==> src/rtl/cpu_sequencer_pkg.sv <==
// rtl/cpu_sequencer_pkg.sv - shared state codes and strobe constants for the RV32I control sequencer
package cpu_sequencer_pkg;

  localparam logic ENABLE  = 1'b1;
  localparam logic DISABLE = 1'b0;

  localparam logic PC_SEL_SEQ = 1'b0;
  localparam logic PC_SEL_TGT = 1'b1;

  typedef enum logic [2:0] {
    SEQ_IDLE   = 3'd0,
    SEQ_FETCH  = 3'd1,
    SEQ_DECODE = 3'd2,
    SEQ_EXEC   = 3'd3,
    SEQ_MEM    = 3'd4,
    SEQ_WB     = 3'd5,
    SEQ_HALT   = 3'd6,
    SEQ_FAULT  = 3'd7
  } seq_state_e;

endpackage

==> src/rtl/cpu_sequencer_mem_timeout.sv <==
// rtl/cpu_sequencer_mem_timeout.sv - req/ack wait watchdog; flags the last allowed wait cycle
module cpu_sequencer_mem_timeout #(
  parameter int TIMEOUT = 16,
  parameter int TO_W    = 8
) (
  input  logic clk,
  input  logic rst_n,
  input  logic req,
  input  logic ack,
  input  logic clear,
  output logic expired
);

  localparam logic [TO_W-1:0] LIMIT = (TIMEOUT == 0) ? '0 : TO_W'(TIMEOUT - 1);

  logic [TO_W-1:0] cnt;
  logic            waiting;

  assign waiting = req & ~ack;

  always_ff @(posedge clk or negedge rst_n) begin
    if (!rst_n) begin
      cnt <= '0;
    end else if (clear) begin
      cnt <= '0;
    end else if (waiting) begin
      cnt <= cnt + TO_W'(1);
    end
  end

  // An ack in the final cycle masks expiry because waiting already excludes it.
  assign expired = (TIMEOUT != 0) && waiting && (cnt == LIMIT);

endmodule

==> src/rtl/cpu_sequencer.sv <==
// rtl/cpu_sequencer.sv - multi-cycle FETCH/DECODE/EXEC/MEM/WB control FSM with perf counters
module cpu_sequencer
  import cpu_sequencer_pkg::*;
#(
  parameter int CNT_W   = 32,
  parameter int TIMEOUT = 16,
  parameter int TO_W    = 8
) (
  input  logic             clk,
  input  logic             rst_n,
  input  logic             start,
  input  logic             pause,
  input  logic             is_load,
  input  logic             is_store,
  input  logic             reg_we,
  input  logic             is_jump,
  input  logic             halt_insn,
  input  logic             imem_ack,
  input  logic             dmem_ack,
  output logic             imem_req,
  output logic             dmem_req,
  output logic             dmem_we,
  output logic             ir_we,
  output logic             rf_we,
  output logic             pc_we,
  output logic             pc_sel,
  output logic [2:0]       state,
  output logic             halted,
  output logic             fault,
  output logic [CNT_W-1:0] cycle_cnt,
  output logic [CNT_W-1:0] instret_cnt
);

  seq_state_e cur, nxt;
  logic       l_load, l_store, l_reg_we, l_jump, l_halt;
  logic       imem_exp, dmem_exp;
  logic       active;

  assign state  = cur;
  assign active = (cur == SEQ_FETCH) || (cur == SEQ_DECODE) || (cur == SEQ_EXEC) ||
                  (cur == SEQ_MEM)   || (cur == SEQ_WB);

  // Counters sit at zero outside their phase, so each FETCH/MEM visit starts fresh.
  cpu_sequencer_mem_timeout #(.TIMEOUT(TIMEOUT), .TO_W(TO_W)) u_imem_to (
    .clk     (clk),
    .rst_n   (rst_n),
    .req     (imem_req),
    .ack     (imem_ack),
    .clear   (cur != SEQ_FETCH),
    .expired (imem_exp)
  );

  cpu_sequencer_mem_timeout #(.TIMEOUT(TIMEOUT), .TO_W(TO_W)) u_dmem_to (
    .clk     (clk),
    .rst_n   (rst_n),
    .req     (dmem_req),
    .ack     (dmem_ack),
    .clear   (cur != SEQ_MEM),
    .expired (dmem_exp)
  );

  always_ff @(posedge clk or negedge rst_n) begin
    if (!rst_n) begin
      cur <= SEQ_IDLE;
    end else begin
      cur <= nxt;
    end
  end

  always_ff @(posedge clk or negedge rst_n) begin
    if (!rst_n) begin
      l_load   <= 1'b0;
      l_store  <= 1'b0;
      l_reg_we <= 1'b0;
      l_jump   <= 1'b0;
      l_halt   <= 1'b0;
    end else if (cur == SEQ_DECODE) begin
      l_load   <= is_load;
      l_store  <= is_store;
      l_reg_we <= reg_we;
      l_jump   <= is_jump;
      l_halt   <= halt_insn;
    end
  end

  always_ff @(posedge clk or negedge rst_n) begin
    if (!rst_n) begin
      cycle_cnt   <= '0;
      instret_cnt <= '0;
    end else begin
      if (active) begin
        cycle_cnt <= cycle_cnt + CNT_W'(1);
      end
      if (cur == SEQ_WB) begin
        instret_cnt <= instret_cnt + CNT_W'(1);
      end
    end
  end

  always_comb begin
    nxt      = cur;
    imem_req = DISABLE;
    dmem_req = DISABLE;
    dmem_we  = DISABLE;
    ir_we    = DISABLE;
    rf_we    = DISABLE;
    pc_we    = DISABLE;
    pc_sel   = PC_SEL_SEQ;
    halted   = DISABLE;
    fault    = DISABLE;
    case (cur)
      SEQ_IDLE: begin
        if (start) nxt = SEQ_FETCH;
      end
      SEQ_FETCH: begin
        imem_req = ENABLE;
        if (imem_ack) begin
          ir_we = ENABLE;
          nxt   = SEQ_DECODE;
        end else if (imem_exp) begin
          nxt = SEQ_FAULT;
        end
      end
      SEQ_DECODE: nxt = SEQ_EXEC;
      SEQ_EXEC: begin
        if (l_halt)                 nxt = SEQ_HALT;
        else if (l_load || l_store) nxt = SEQ_MEM;
        else                        nxt = SEQ_WB;
      end
      SEQ_MEM: begin
        // A load+store decode is treated as a store.
        dmem_req = ENABLE;
        dmem_we  = l_store;
        if (dmem_ack)      nxt = SEQ_WB;
        else if (dmem_exp) nxt = SEQ_FAULT;
      end
      SEQ_WB: begin
        rf_we  = l_reg_we;
        pc_we  = ENABLE;
        pc_sel = l_jump ? PC_SEL_TGT : PC_SEL_SEQ;
        nxt    = pause ? SEQ_IDLE : SEQ_FETCH;
      end
      SEQ_HALT:  halted = ENABLE;
      SEQ_FAULT: fault  = ENABLE;
      default:   nxt    = SEQ_FAULT;
    endcase
  end

endmodule

==> config.mk <==
export PLATFORM = sky130hd
export DESIGN_NAME = cpu_sequencer
export DESIGN_NICKNAME = d
export VERILOG_FILES = /design/src/rtl/cpu_sequencer_pkg.sv /design/src/rtl/cpu_sequencer_mem_timeout.sv /design/src/rtl/cpu_sequencer.sv
export SDC_FILE = /design/constraint.sdc
export NUM_CORES = 1
export LEC_CHECK = 0
export ABC_AREA = 1
export CORE_MARGIN = 3
export CORE_UTILIZATION = 45
export DETAILED_ROUTE_END_ITERATION = 6
export PLACE_DENSITY = 0.71
export SYNTH_ARGS = -nofsm -noshare
export SYNTH_HDL_FRONTEND = slang
export SYNTH_HIERARCHICAL = 1
export SYNTH_SLANG_ARGS = --single-unit
==> constraint.sdc <==
create_clock -name clk -period 2.6 [get_ports clk]
set_input_delay 0.52 -clock clk [delete_from_list [all_inputs] [get_ports clk]]
set_output_delay 0.52 -clock clk [all_outputs]
set_load 0.02 [all_outputs]
==> Implementation_results.wiki, run 1 <==
{| class="wikitable"
! Metric !! Value
|-
| Outcome || finished clean
|-
| Root buffer cell || sky130_fd_sc_hd__clkbuf_8
|-
| Leading cell type in the layout, fill and taps excluded || sky130_fd_sc_hd__nand2_1
|-
| Wire length of the first global-routing pass || 21.1 mm
|-
| Number of I/O pins || a little under 90
|-
| Routed wirelength normalized by instance count || 13.7 um
|-
| Avg Vias per Cell || 5.02
|-
| Routability-driven placement congestion ratio || 0.911
|-
| Post-detailed-placement half-perimeter wirelength || 9.38 mm
|-
| Worst skew pair latency || 350 ps
|-
| Share of the synthesized area in the top cell type || 44.3%
|-
| Leak Pwr || 3.06 nW
|-
| Origin of the worst setup path || state[1]
|-
| Unrepaired setup endpoints after global routing || false
|-
| Number of buffers created by CTS || 9
|-
| Clk_skew || 12.1 ps
|-
| Max stage delay cell, worst path || sky130_fd_sc_hd__clkdlybuf4s50_1
|-
| Part of the cycle the worst path needs || 95.5%
|-
| Synthesized flop and latch total || 88
|-
| Maximum count of clock buffers along a single path || 2
|-
| Die width || 111 um
|-
| Setup crit end kind || output port
|-
| Min Clock Period, post-route || around 2500 ps
|-
| Number of antenna violations at the first check in global routing || 0
|-
| Area of the die || 12300 um^2
|-
| Number of nets still failing antenna checks after routing || 0
|-
| Count of hold-fix buffers inserted at cts || 0
|-
| Areal power density over the cells || 626 nW/um^2
|-
| Effective utilization at floorplan || a little under half
|-
| Worst-path maximum fanout || 10
|-
| Slowest cell delay on critical path || 630 ps
|-
| Number of H-tree levels || 3
|-
| Fraction of the yosys area taken by sequential cells || 44.3%
|-
| Placed cell count || 871
|-
| Netlist area before placement || 4970 um^2
|-
| Antenna cell count || 0
|-
| Max Fclk || 403 MHz
|-
| Layout Cells excl Fill || between 800 and 900
|-
| Number of nets in the finished design || around 760
|-
| Cell type group with the largest total delay on the critical path || buffers and inverters
|-
| Post-CTS Setup Repair Bufs || 0
|-
| Slew HR || roughly three fifths
|-
| Sink Count || 88
|-
| Startpoint of the lowest-slack register-to-register path || state[0]
|-
| Buffer and inverter count on the worst path || 2
|-
| Number of pins with negative max-slew slack in the final report || 0
|-
| Vertical die dimension || 111 um
|-
| VDD IR-drop max || 421 uV
|-
| CP Launch Type || flip-flop
|-
| Terminus of the critical flop-to-flop path || state[0]
|-
| Slack of the worst reg-to-reg path || 490 ps
|-
| Vias || 4456
|-
| Most frequent cells in the layout || sky130_fd_sc_hd__nand2_1 (190), sky130_fd_sc_hd__inv_1 (89), sky130_fd_sc_hd__dfrtp_1 (86)
|-
| Final Setup Violations || 0
|-
| Max-capacitance violation count || 0
|-
| Critical path arrival || between 1500 and 2000 ps
|-
| Sum of routed wire length over all layers || 12.2 mm
|-
| Required @ worst endpoint || around 2100 ps
|-
| Largest area contributor in the synthesized netlist || sky130_fd_sc_hd__dfrtp_1
|-
| Synth Net Count || 667
|-
| Cell breakdown of the critical path || inv_2, nand3_4, nor2_1, clkdlybuf4s50_1
|-
| Post-route setup TNS || 0 ps
|-
| Remaining routing DRC violations || 0
|-
| Synthesized instance count || 651
|-
| Total power || a little under 4 mW
|-
| Fraction of layout cells with a size suffix above 1 || 8.39%
|-
| Top cells by area in the synthesized netlist || sky130_fd_sc_hd__dfrtp_1 (44%), sky130_fd_sc_hd__nand2_1 (14%), sky130_fd_sc_hd__inv_1 (6.7%)
|-
| Mapped Avg Cell Area || roughly 7.6 um^2
|-
| Overall overflow remaining after global route || 0
|-
| Synth Warn # || 6
|-
| Row count || 37
|-
| Number of global-route vias before repair || around 4600
|-
| Register clock-pin slew on the reported worst setup and hold paths || 90 ps
|-
| Netlist cell types || 31
|-
| Reg2reg path depth || 14
|-
| Number of failing hold endpoints at the final stage || 0
|-
| GR Util All Layers || roughly a fifth
|-
| CTS tree || built
|-
| Largest net degree at the start of global routing || 46
|-
| Path type of the worst setup path || flip-flop to output port
|-
| Slew @ Worst Pin || 589 ps
|-
| Filler Cells Inserted || 980
|-
| Number of buffer cells added on primary ports || 86
|-
| Number of iterations in the first detailed-routing pass || 4
|-
| Area grow syn2layout || 24.6%
|-
| HP Class || primary input to asynchronous set/reset pin
|-
| DRC violation total after the first TritonRoute iteration || 232
|-
| Core footprint || between 10000 and 15000 um^2
|}
-- power by group --
group          leakage [nW]  total [mW]  switching (mW)  internal (mW)
Clock                0.0928       0.968           0.495          0.474
Sequential             1.20        1.70           0.182           1.52
Combinational          1.77        1.21           0.747          0.464
-- sequential cells by signal (all words and copies together), names as in the netlist --
name,count
cycle_cnt,32
instret_cnt,32
l_halt,1
l_jump,1
l_load,1
l_reg_we,1
l_store,1
state,3
u_dmem_to/cnt,8
u_imem_to/cnt,8
-- routing by layer --
layer / up-vias / part of all wire, % / track usage, %
met5: - / 0 / 0
met4: 0 / 1.5 / 6.97
met3: 15 / 5.5 / 3.55
met2: 117 / 48 / 33.7
met1: 2110 / 45 / 26.8
li1: 2214 / - / -
-- metrics by stage --
stage | utilization (%) | hold WS [ps] | area, um^2 | setup slack (ps)
after CTS | 58.8 | 176 | 6180 | 23.0
after floorplan | - | 224 | 4970 | 492
after detailed placement | 56.9 | 469 | 5980 | 281
after global placement | 56.9 | 457 | 5980 | 298
final | 58.9 | 166 | 6190 | 116
after global routing | 58.9 | 194 | 6190 | 9.58
-- logic make-up (layout without fill, tap and decap cells) --
logic type,after synthesis,after routing,share of synthesized area (%)
DFF,88,88,44.3
xor gates and xnor gates,37,37,6.67
adders and majority gates,5,5,1.26
buffers and inverters,96,196,7.78
AOI/OAI and AO/OA,23,23,2.59
and+or+nand+nor,402,402,37.4
-- cell type report --
type	instances	area [um^2]	area share, %
multi-input combinational	467	2390	38.5
sequential	88	2200	35.6
timing repair buffer	88	888	14.3
inverter	92	345	5.58
tap	136	170	2.75
clock buffer	12	145	2.34
clock inverter	4	53.8	0.869
-- how the worst max path moves through the flow --
stage,endpoint,cells past startpoint
final,rf_we,4
after global routing,pc_we,4
after CTS,imem_req,4
after detailed placement,ir_we,4
after global placement,ir_we,4
after floorplan,state[1],15
-- cell usage after synthesis (all sizes together) --
| cell type | count |
|---|---|
| dfrtp | 88 |
| xnor2 | 12 |
| a21oi | 7 |
| o211ai | 1 |
| nand4 | 21 |
| buf | 4 |
| or2 | 1 |
| a31o | 1 |
| nand3 | 57 |
| nor2b | 1 |
| nand3b | 5 |
| nand2 | 197 |
| xor2 | 25 |
| ha | 5 |
| inv | 92 |
| nor3 | 13 |
| o21ai | 14 |
| nor2 | 107 |
-- repair_timing --
| item | CTS | global route |
|---|---|---|
| hold endpoints to repair | 0 | 0 |
| setup endpoints to repair | 0 | 4 |
| resized for setup | 0 | 4 |
No activity file was read; power rests on OpenSTA's default activity.
==> run 2, diff against run 1 <==
--- a/config.mk
+++ b/config.mk
@@ -8,6 +8,7 @@
 export ABC_AREA = 1
 export CORE_MARGIN = 3
 export CORE_UTILIZATION = 45
+export CTS_BUF_LIST = sky130_fd_sc_hd__clkbuf_2
 export DETAILED_ROUTE_END_ITERATION = 6
 export PLACE_DENSITY = 0.71
 export SYNTH_ARGS = -nofsm -noshare
==> constraint.sdc (replaced) <==
create_clock -name clk -period 2.4 [get_ports clk]
set_input_delay 0.48 -clock clk [delete_from_list [all_inputs] [get_ports clk]]
set_output_delay 0.48 -clock clk [all_outputs]
set_load 0.02 [all_outputs]
==> run 2 against run 1 <==
  * Count of clock-buffer cells in the layout decreased by 3
  * Wire length is 4.5% lower
  * Register-to-register slack got worse by 250 ps
  * Non-clock buffer count increased by 7
  * First-iteration DRC count fell by 8.2%
  * Via count fell by 0.45%
  * Clock power fell by 31%
  * Core utilization decreased by 0.70 points
  * Final cell count up 0.79%
  * Die area unchanged
  * Setup slack better by 62 ps
  * Largest power group unchanged
==> Implementation_results.wiki, run 2 (synthesis gave the netlist of run 1 again) <==
{| class="wikitable"
! Metric !! Value
|-
| Outcome || finished clean
|-
| Worst skew pair latency || 540 ps (+190 ps)
|-
| Effective utilization at floorplan || 47.3% (unchanged)
|-
| Area grow syn2layout || 23.1%
|-
| Fraction of layout cells with a size suffix above 1 || 10.3% (+1.9 points)
|-
| Sum of routed wire length over all layers || 11.6 mm (-4.5%)
|-
| Post-detailed-placement half-perimeter wirelength || 8.96 mm (-4.5%)
|-
| Global-route track usage on met1 || 27.8% (+1.0 points)
|-
| Part of the cycle the worst path needs || 92.6%
|-
| Vertical die dimension || 111 um (unchanged)
|-
| Max stage delay cell, worst path || sky130_fd_sc_hd__dfrtp_2
|-
| Core footprint || 10500 um^2 (unchanged)
|-
| Final Setup Violations || 0 (unchanged)
|-
| Sink Count || 88 (unchanged)
|-
| Number of buffer cells added on primary ports || 86 (unchanged)
|-
| Number of buffers created by CTS || 9 (unchanged)
|-
| Routed wirelength normalized by instance count || 13.0 um (-5.2%)
|-
| Antenna cell count || 0 (unchanged)
|-
| Remaining routing DRC violations || 0 (unchanged)
|-
| Critical path arrival || 1740 ps (-220 ps)
|-
| Root buffer cell || sky130_fd_sc_hd__clkbuf_2
|-
| Max Fclk || ~450 MHz
|-
| Avg Vias per Cell || 4.96 (-1.2%)
|-
| Number of nets still failing antenna checks after routing || 0 (unchanged)
|-
| Placed cell count || 871 (unchanged)
|-
| Leak Pwr || 3.07 nW (+0.37%)
|-
| Post-route setup TNS || 0 ps (unchanged)
|-
| CTS tree || built
|-
| Slew HR || 65.1% (+4.4 points)
|-
| Clk_skew || 36.6 ps (+24.5 ps)
|-
| Number of I/O pins || 87 (unchanged)
|-
| Most frequent cells in the layout || sky130_fd_sc_hd__nand2_1 (190), sky130_fd_sc_hd__inv_1 (88), sky130_fd_sc_hd__nor2_1 (85), sky130_fd_sc_hd__dfrtp_1 (85), sky130_fd_sc_hd__clkdlybuf4s50_1 (76)
|-
| Layout Cells excl Fill || 894 (+0.79%)
|-
| Routability-driven placement congestion ratio || 0.915 (+0.43%)
|-
| Filler Cells Inserted || 953 (-2.8%)
|-
| Overall overflow remaining after global route || 0 (unchanged)
|-
| GR Util All Layers || 19.8% (-0.47 points)
|-
| Number of H-tree levels || 3 (unchanged)
|-
| Worst-path maximum fanout || 7 (-3)
|-
| Areal power density over the cells || 631 nW/um^2 (+0.73%)
|-
| Number of antenna violations at the first check in global routing || 0 (unchanged)
|-
| Max-capacitance violation count || 0 (unchanged)
|-
| Final cell utilization of the core || 58.2% (-0.70 points)
|-
| Worst slack after detailed placement || 143 ps (-139 ps)
|-
| Die width || 111 um (unchanged)
|-
| Wire length of the first global-routing pass || 20.4 mm (-3.1%)
|-
| Number of iterations in the first detailed-routing pass || 4 (unchanged)
|-
| CP Launch Type || flip-flop
|-
| Path type of the worst setup path || flip-flop to output port
|-
| Fraction of met3 tracks used by global routing || 4.91% (+1.4 points)
|-
| Maximum count of clock buffers along a single path || 2 (unchanged)
|-
| HP Class || primary input to asynchronous set/reset pin
|-
| Area of the die || 12300 um^2 (unchanged)
|-
| DRC violation total after the first TritonRoute iteration || 213 (-8.2%)
|-
| Number of nets in the finished design || 769 (+0.92%)
|-
| Cell breakdown of the critical path || buf_4, inv_1, nand3_4, inv_2, clkdlybuf4s15_2
|-
| VDD IR-drop max || 433 uV (+2.8%)
|-
| Largest net degree at the start of global routing || 54 (+17%)
|-
| Met2 Track Usage GR || 31.0% (-2.7 points)
|-
| Crit path setup slack, layout || 179 ps (+62.3 ps)
|-
| Required @ worst endpoint || 1920 ps (-160 ps)
|-
| Row count || 37 (unchanged)
|-
| Number of global-route vias before repair || 4347 (-4.6%)
|-
| GRT busiest layer || met2
|-
| Setup crit end kind || output port
|-
| Leading cell type in the layout, fill and taps excluded || sky130_fd_sc_hd__nand2_1
|-
| Slowest cell delay on critical path || 490 ps (-140 ps)
|-
| Register clock-pin slew on the reported worst setup and hold paths || 240 ps (+150 ps)
|-
| Number of pins with negative max-slew slack in the final report || 0 (unchanged)
|-
| Unrepaired setup endpoints after global routing || false
|-
| Vias || 4436 (-0.45%)
|-
| Total power || 3.86 mW (-0.47%)
|-
| Largest regs || cycle_cnt (32), instret_cnt (32)
|-
| Slew @ Worst Pin || 521 ps (-68.3 ps)
|-
| Min Clock Period, post-route || 2220 ps
|-
| Number of failing hold endpoints at the final stage || 0 (unchanged)
|}
==> run 2: changes by cell type in the layout (fill, tap and decap cells not counted), moves of 2 or more <==
cell	before	now
sky130_fd_sc_hd__clkbuf_2	0	14
sky130_fd_sc_hd__clkbuf_1	2	0
sky130_fd_sc_hd__clkdlybuf4s50_1	84	76
sky130_fd_sc_hd__clkbuf_8	10	0
sky130_fd_sc_hd__buf_4	2	8
sky130_fd_sc_hd__clkinv_1	0	2
sky130_fd_sc_hd__inv_6	0	2
==> run 2: stage by stage <==
stage / instance area, um^2 / hold WS (ps)
6_report: 6120 / 422
5_1_grt: 6120 / 379
4_1_cts: 6130 / 393
3_5_place_dp: 5980 / 460
3_3_place_gp: 5980 / 457
2_1_floorplan: 4970 / 184
==> run 2: path summary, 6_finish.rpt <==
| check | start | cells past startpoint | slack [ps] | to |
|---|---|---|---|---|
| worst max-delay path | state[2] | 5 | 180 | imem_req |
| worst min-delay path | rst_n | 2 | 420 | u_dmem_to/cnt[0] |
| worst max register to register | state[1] | 14 | 240 | state[2] |
| worst min register to register | l_load | 2 | 510 | l_load |
| max in group asynchronous | rst_n | 3 | 1330 | cycle_cnt[23] |
| min in group clk | is_load | 3 | 470 | l_load |
==> run 2: per-layer routing <==
| layer | wire length [um] | vias up |
|---|---|---|
| met3 | 689 | 11 |
| li1 | - | 2233 |
| met1 | 5530 | 2053 |
| met4 | 112 | 0 |
| met5 | 0 | - |
| met2 | 5300 | 139 |
==> run 2: layout make-up <==
type / count / area, um^2 / share of cell area [%]
clock buffer: 9 / 45.0 / 0.736
clock inverter: 7 / 46.3 / 0.756
inverter: 92 / 345 / 5.64
multi-input combinational: 467 / 2390 / 39.1
sequential: 88 / 2210 / 36.0
tap: 136 / 170 / 2.78
timing repair buffer: 95 / 913 / 14.9
==> run 2: timing repair <==
item	4_1_cts	5_1_grt
hold buffers	1	0
endpoints found under the hold margin	35	0
setup endpoints to repair	9	8
gates resized for setup	18	12
buffers inserted	5	1
==> run 2: power by group <==
part           internal, mW  leakage, nW  switching [mW]
clock                 0.138       0.0578           0.531
sequential             1.64         1.20           0.165
combinational         0.537         1.82           0.844
total                  2.32         3.07            1.54
==> run 2: critical path: cells and delay by family (launching register included) <==
| family | cells | cell delay, ps |
|---|---|---|
| buffers and inverters | 4 | 610 |
| AND/OR/NAND/NOR | 1 | 120 |
| flip-flops | 1 | 490 |
==> run 3, diff against run 2 <==
--- a/config.mk
+++ b/config.mk
@@ -5,12 +5,12 @@
 export SDC_FILE = /design/constraint.sdc
 export NUM_CORES = 1
 export LEC_CHECK = 0
-export ABC_AREA = 1
 export CORE_MARGIN = 3
 export CORE_UTILIZATION = 45
 export CTS_BUF_LIST = sky130_fd_sc_hd__clkbuf_2
+export CTS_CLUSTER_DIAMETER = 150
 export DETAILED_ROUTE_END_ITERATION = 6
-export PLACE_DENSITY = 0.71
+export PLACE_DENSITY = 0.72
 export SYNTH_ARGS = -nofsm -noshare
 export SYNTH_HDL_FRONTEND = slang
 export SYNTH_HIERARCHICAL = 1
==> run 3 against run 2 <==
  * Die area decreased by 9.4%
  * Flip-flop and latch count unchanged
  * Worst hold slack improved by 58 ps
  * First-iteration DRC count decreased by 42%
  * Clock power about the same
  * Fmax decreased by 3.5%
  * Synthesized cell count decreased by 37%
  * Largest power group unchanged
  * Critical path depth decreased by 3
  * Core utilization increased by 1.8 points
  * Via count decreased by 21%
  * Total power increased by 7.2%
  * Final area decreased by 7.2%
==> Implementation_results.wiki, run 3 <==
{| class="wikitable"
! Metric !! Value
|-
| Largest net degree at the start of global routing || 46 (-15%)
|-
| Mapped Avg Cell Area || 10.8 um^2 (+42%)
|-
| GR Util All Layers || 17.8% (-2.0 points)
|-
| Slack of the worst reg-to-reg path || 290 ps (+50 ps)
|-
| Final cell utilization of the core || 60.0% (+1.8 points)
|-
| Antenna cell count || 0 (unchanged)
|-
| Combinational power share || 39.1% (+3.3 points)
|-
| Unrepaired setup endpoints after global routing || false
|-
| Placed cell count || 626 (-28%)
|-
| Fraction of the yosys area taken by sequential cells || 49.2% (+4.9 points)
|-
| Core footprint || 9460 um^2 (-10%)
|-
| Synthesized instance count || 413 (-37%)
|-
| Most frequent cells after synthesis || sky130_fd_sc_hd__dfrtp_1 (88), sky130_fd_sc_hd__xnor2_1 (43), sky130_fd_sc_hd__nand3_1 (29)
|-
| Final Setup Violations || 0 (unchanged)
|-
| Share of the synthesized area in the top cell type || 49.2% (+4.9 points)
|-
| Number of I/O pins || 87 (unchanged)
|-
| CP Launch Type || flip-flop
|-
| Post-route setup TNS || 0 ps (unchanged)
|-
| Startpoint of the lowest-slack register-to-register path || state[1]
|-
| Worst skew pair latency || 540 ps (about the same)
|-
| Part of the cycle the worst path needs || 95.9% (+3.4 points)
|-
| Number of antenna violations at the first check in global routing || 0 (unchanged)
|-
| Vertical die dimension || 106 um (-4.8%)
|-
| HP Class || primary input to asynchronous set/reset pin
|-
| Sink Count || 88 (unchanged)
|-
| Remaining routing DRC violations || 0 (unchanged)
|-
| Internal Dissipation || 2.54 mW (+9.5%)
|-
| Largest area contributor in the synthesized netlist || sky130_fd_sc_hd__dfrtp_1
|-
| Number of nets still failing antenna checks after routing || 0 (unchanged)
|-
| Ys async rst share || 100% (unchanged)
|-
| Top cells by area in the synthesized netlist || sky130_fd_sc_hd__dfrtp_1 (49%), sky130_fd_sc_hd__xnor2_1 (8.4%), sky130_fd_sc_hd__xor2_1 (4.5%)
|-
| Reg2reg path depth || 8 (-6)
|-
| Row count || 35 (-5.4%)
|-
| Outcome || finished clean
|-
| Overall overflow remaining after global route || 0 (unchanged)
|-
| Netlist area before placement || 4480 um^2 (-9.9%)
|-
| Min Clock Period, post-route || 2300 ps (+80.7 ps)
|-
| Share of power burned in registers || 44.8% (-2.1 points)
|-
| Most frequent cells in the layout || sky130_fd_sc_hd__dfrtp_1 (85), sky130_fd_sc_hd__clkdlybuf4s50_1 (76), sky130_fd_sc_hd__xnor2_1 (43)
|-
| Number of nets in the finished design || 530 (-31%)
|-
| Number of buffers created by CTS || 9 (unchanged)
|-
| Max-capacitance violation count || 0 (unchanged)
|-
| Area of the die || 11200 um^2 (-9.4%)
|-
| Switching pwr || 1.60 mW (+3.7%)
|-
| Fraction of layout cells with a size suffix above 1 || 12.1% (+1.8 points)
|-
| Max Fclk || 434 MHz (-3.5%)
|-
| Areal power density over the cells || 729 nW/um^2 (+16%)
|-
| Clk_skew || 50.4 ps (+13.8 ps)
|-
| Setup crit end kind || output port
|-
| Leak Pwr || 2.52 nW (-18%)
|-
| Path type of the worst setup path || flip-flop to output port
|-
| Number of global-route vias before repair || 3386 (-22%)
|-
| Origin of the worst setup path || state[2]
|-
| Root buffer cell || sky130_fd_sc_hd__clkbuf_2
|-
| Max stage delay cell, worst path || sky130_fd_sc_hd__clkdlybuf4s50_1
|-
| Netlist cell types || 45 (+45%)
|-
| EDFF count, synth || 0 (unchanged)
|-
| Number of H-tree levels || 3 (unchanged)
|-
| VDD IR-drop max || 660 uV (+52%)
|-
| Number of failing hold endpoints at the final stage || 0 (unchanged)
|-
| Slew HR || 60.3% (-4.8 points)
|-
| Vias || 3485 (-21%)
|-
| Number of iterations in the first detailed-routing pass || 4 (unchanged)
|-
| Post-synth top flop || sky130_fd_sc_hd__dfrtp_1
|-
| Synth Warn # || 6 (unchanged)
|-
| Synthesized flop and latch total || 88 (unchanged)
|-
| Sum of routed wire length over all layers || 9.64 mm (-17%)
|-
| Maximum count of clock buffers along a single path || 2 (unchanged)
|-
| DRC violation total after the first TritonRoute iteration || 124 (-42%)
|-
| Effective utilization at floorplan || 47.3% (+0.050 points)
|-
| Avg Vias per Cell || 5.38 (+8.4%)
|-
| Slew @ Worst Pin || 596 ps (+74.7 ps)
|-
| Critical path arrival || 1820 ps (+80 ps)
|-
| Routed wirelength normalized by instance count || 14.9 um (+14%)
|-
| Cell breakdown of the critical path || buf_4, clkdlybuf4s50_1
|-
| Terminus of the critical flop-to-flop path || state[0]
|-
| Number of pins with negative max-slew slack in the final report || 0 (unchanged)
|-
| Termination of the worst setup path || state[2]
|-
| Leading cell type in the layout, fill and taps excluded || sky130_fd_sc_hd__dfrtp_1
|-
| Switching part of the total || 38.6% (-1.3 points)
|-
| Post-detailed-placement half-perimeter wirelength || 6.90 mm (-23%)
|-
| Wire length of the first global-routing pass || 16.4 mm (-20%)
|-
| Number of buffer cells added on primary ports || 86 (unchanged)
|-
| Routability-driven placement congestion ratio || 0.878 (-4.0%)
|-
| Slowest cell delay on critical path || 660 ps (+170 ps)
|-
| Register clock-pin slew on the reported worst setup and hold paths || 230 ps (about the same)
|-
| Worst-path maximum fanout || 18 (+11)
|-
| Layout Cells excl Fill || 648 (-28%)
|-
| Area grow syn2layout || 26.8%
|-
| Die width || 106 um (-4.8%)
|-
| Largest regs || cycle_cnt (32), instret_cnt (32)
|-
| Total power || 4.14 mW (+7.2%)
|-
| Dominant cell by count in the synthesized netlist || sky130_fd_sc_hd__dfrtp_1
|-
| Synth Net Count || 429 (-36%)
|-
| CTS tree || built
|-
| Part of the power in the clock network || 16.1% (-1.2 points)
|-
| Required @ worst endpoint || 1920 ps (about the same)
|}
## run 3: cell types whose count changed after synthesis, moves of 6 or more
cell	delta
sky130_fd_sc_hd__nand3_1	-24
sky130_fd_sc_hd__and4_1	+10
sky130_fd_sc_hd__mux2_2	+10
sky130_fd_sc_hd__and3_1	+22
sky130_fd_sc_hd__nor2_1	-62
sky130_fd_sc_hd__and2_1	+7
sky130_fd_sc_hd__inv_1	-73
sky130_fd_sc_hd__nor2_2	-12
sky130_fd_sc_hd__buf_2	+9
sky130_fd_sc_hd__o21ai_0	-6
sky130_fd_sc_hd__nor2_4	-9
sky130_fd_sc_hd__nand2_1	-170
sky130_fd_sc_hd__xnor2_1	+32
## run 3: stage by stage
step	hold WS (ps)	setup WS [ps]	cell area, um^2
6_report	480	97.9	5680
3_3_place_gp	456	195	5540
4_1_cts	446	44.4	5680
2_1_floorplan	184	25.4	4480
3_5_place_dp	469	76.4	5540
5_1_grt	473	0.315	5680
## run 3: worst min-delay path by stage
stage	from	endpoint	slack (ps)
finish	rst_n	u_dmem_to/cnt[3]	480
global route	rst_n	cycle_cnt[15]	470
CTS	rst_n	cycle_cnt[27]	450
detailed placement	cycle_cnt[31]	cycle_cnt[31]	470
global placement	instret_cnt[31]	instret_cnt[31]	460
floorplan	rst_n	cycle_cnt[0]	180
## run 3: kinds of logic after synthesis
logic type | synth area share [%]
AOI/OAI and AO/OA | 5.14
xor gates and xnor gates | 12.9
adders and majority gates | 1.40
buffers and inverters | 2.85
and+or+nand+nor | 24.8
DFF | 49.2
muxes | 3.69
## run 3: worst max-delay path: cells and delay by family (launching register included)
kind                   cells  cell delay [ps]
DFF                        1              430
buffers and inverters      2              890
## run 3: layout make-up
| type | instances | area [um^2] |
|---|---|---|
| Fill cell | 811 | 3780 |
| Inverter | 16 | 60.1 |
| Clock buffer | 10 | 50.0 |
| Sequential cell | 88 | 2210 |
| Multi-Input combinational cell | 295 | 2160 |
| Tap cell | 129 | 161 |
| Clock inverter | 6 | 43.8 |
| Timing Repair Buffer | 104 | 995 |
## run 3: timing repair
item | in CTS | in global routing
gates resized for setup | 14 | 1
hold endpoints to repair | 43 | 0
setup endpoints to repair | 11 | 1
hold buffers | 1 | 0
pin swaps | 1 | 0
buffers inserted | 5 | 0
## run 3: power by group through the flow
stage	Combinational [mW]	Clock, mW	Sequential, mW
floorplan	0.876	0	1.96
global placement	1.55	0	1.87
detailed placement	1.58	0	1.88
CTS	1.64	0.702	1.85
global route	1.77	0.761	1.89
finish	1.62	0.668	1.85
## run 3: metal layers
metal / GRT usage (%) / share of wire [%]
met5: 0 / 0
met4: 5.46 / 1.3
met3: 3.43 / 4.4
met2: 28.6 / 47
met1: 24.3 / 48
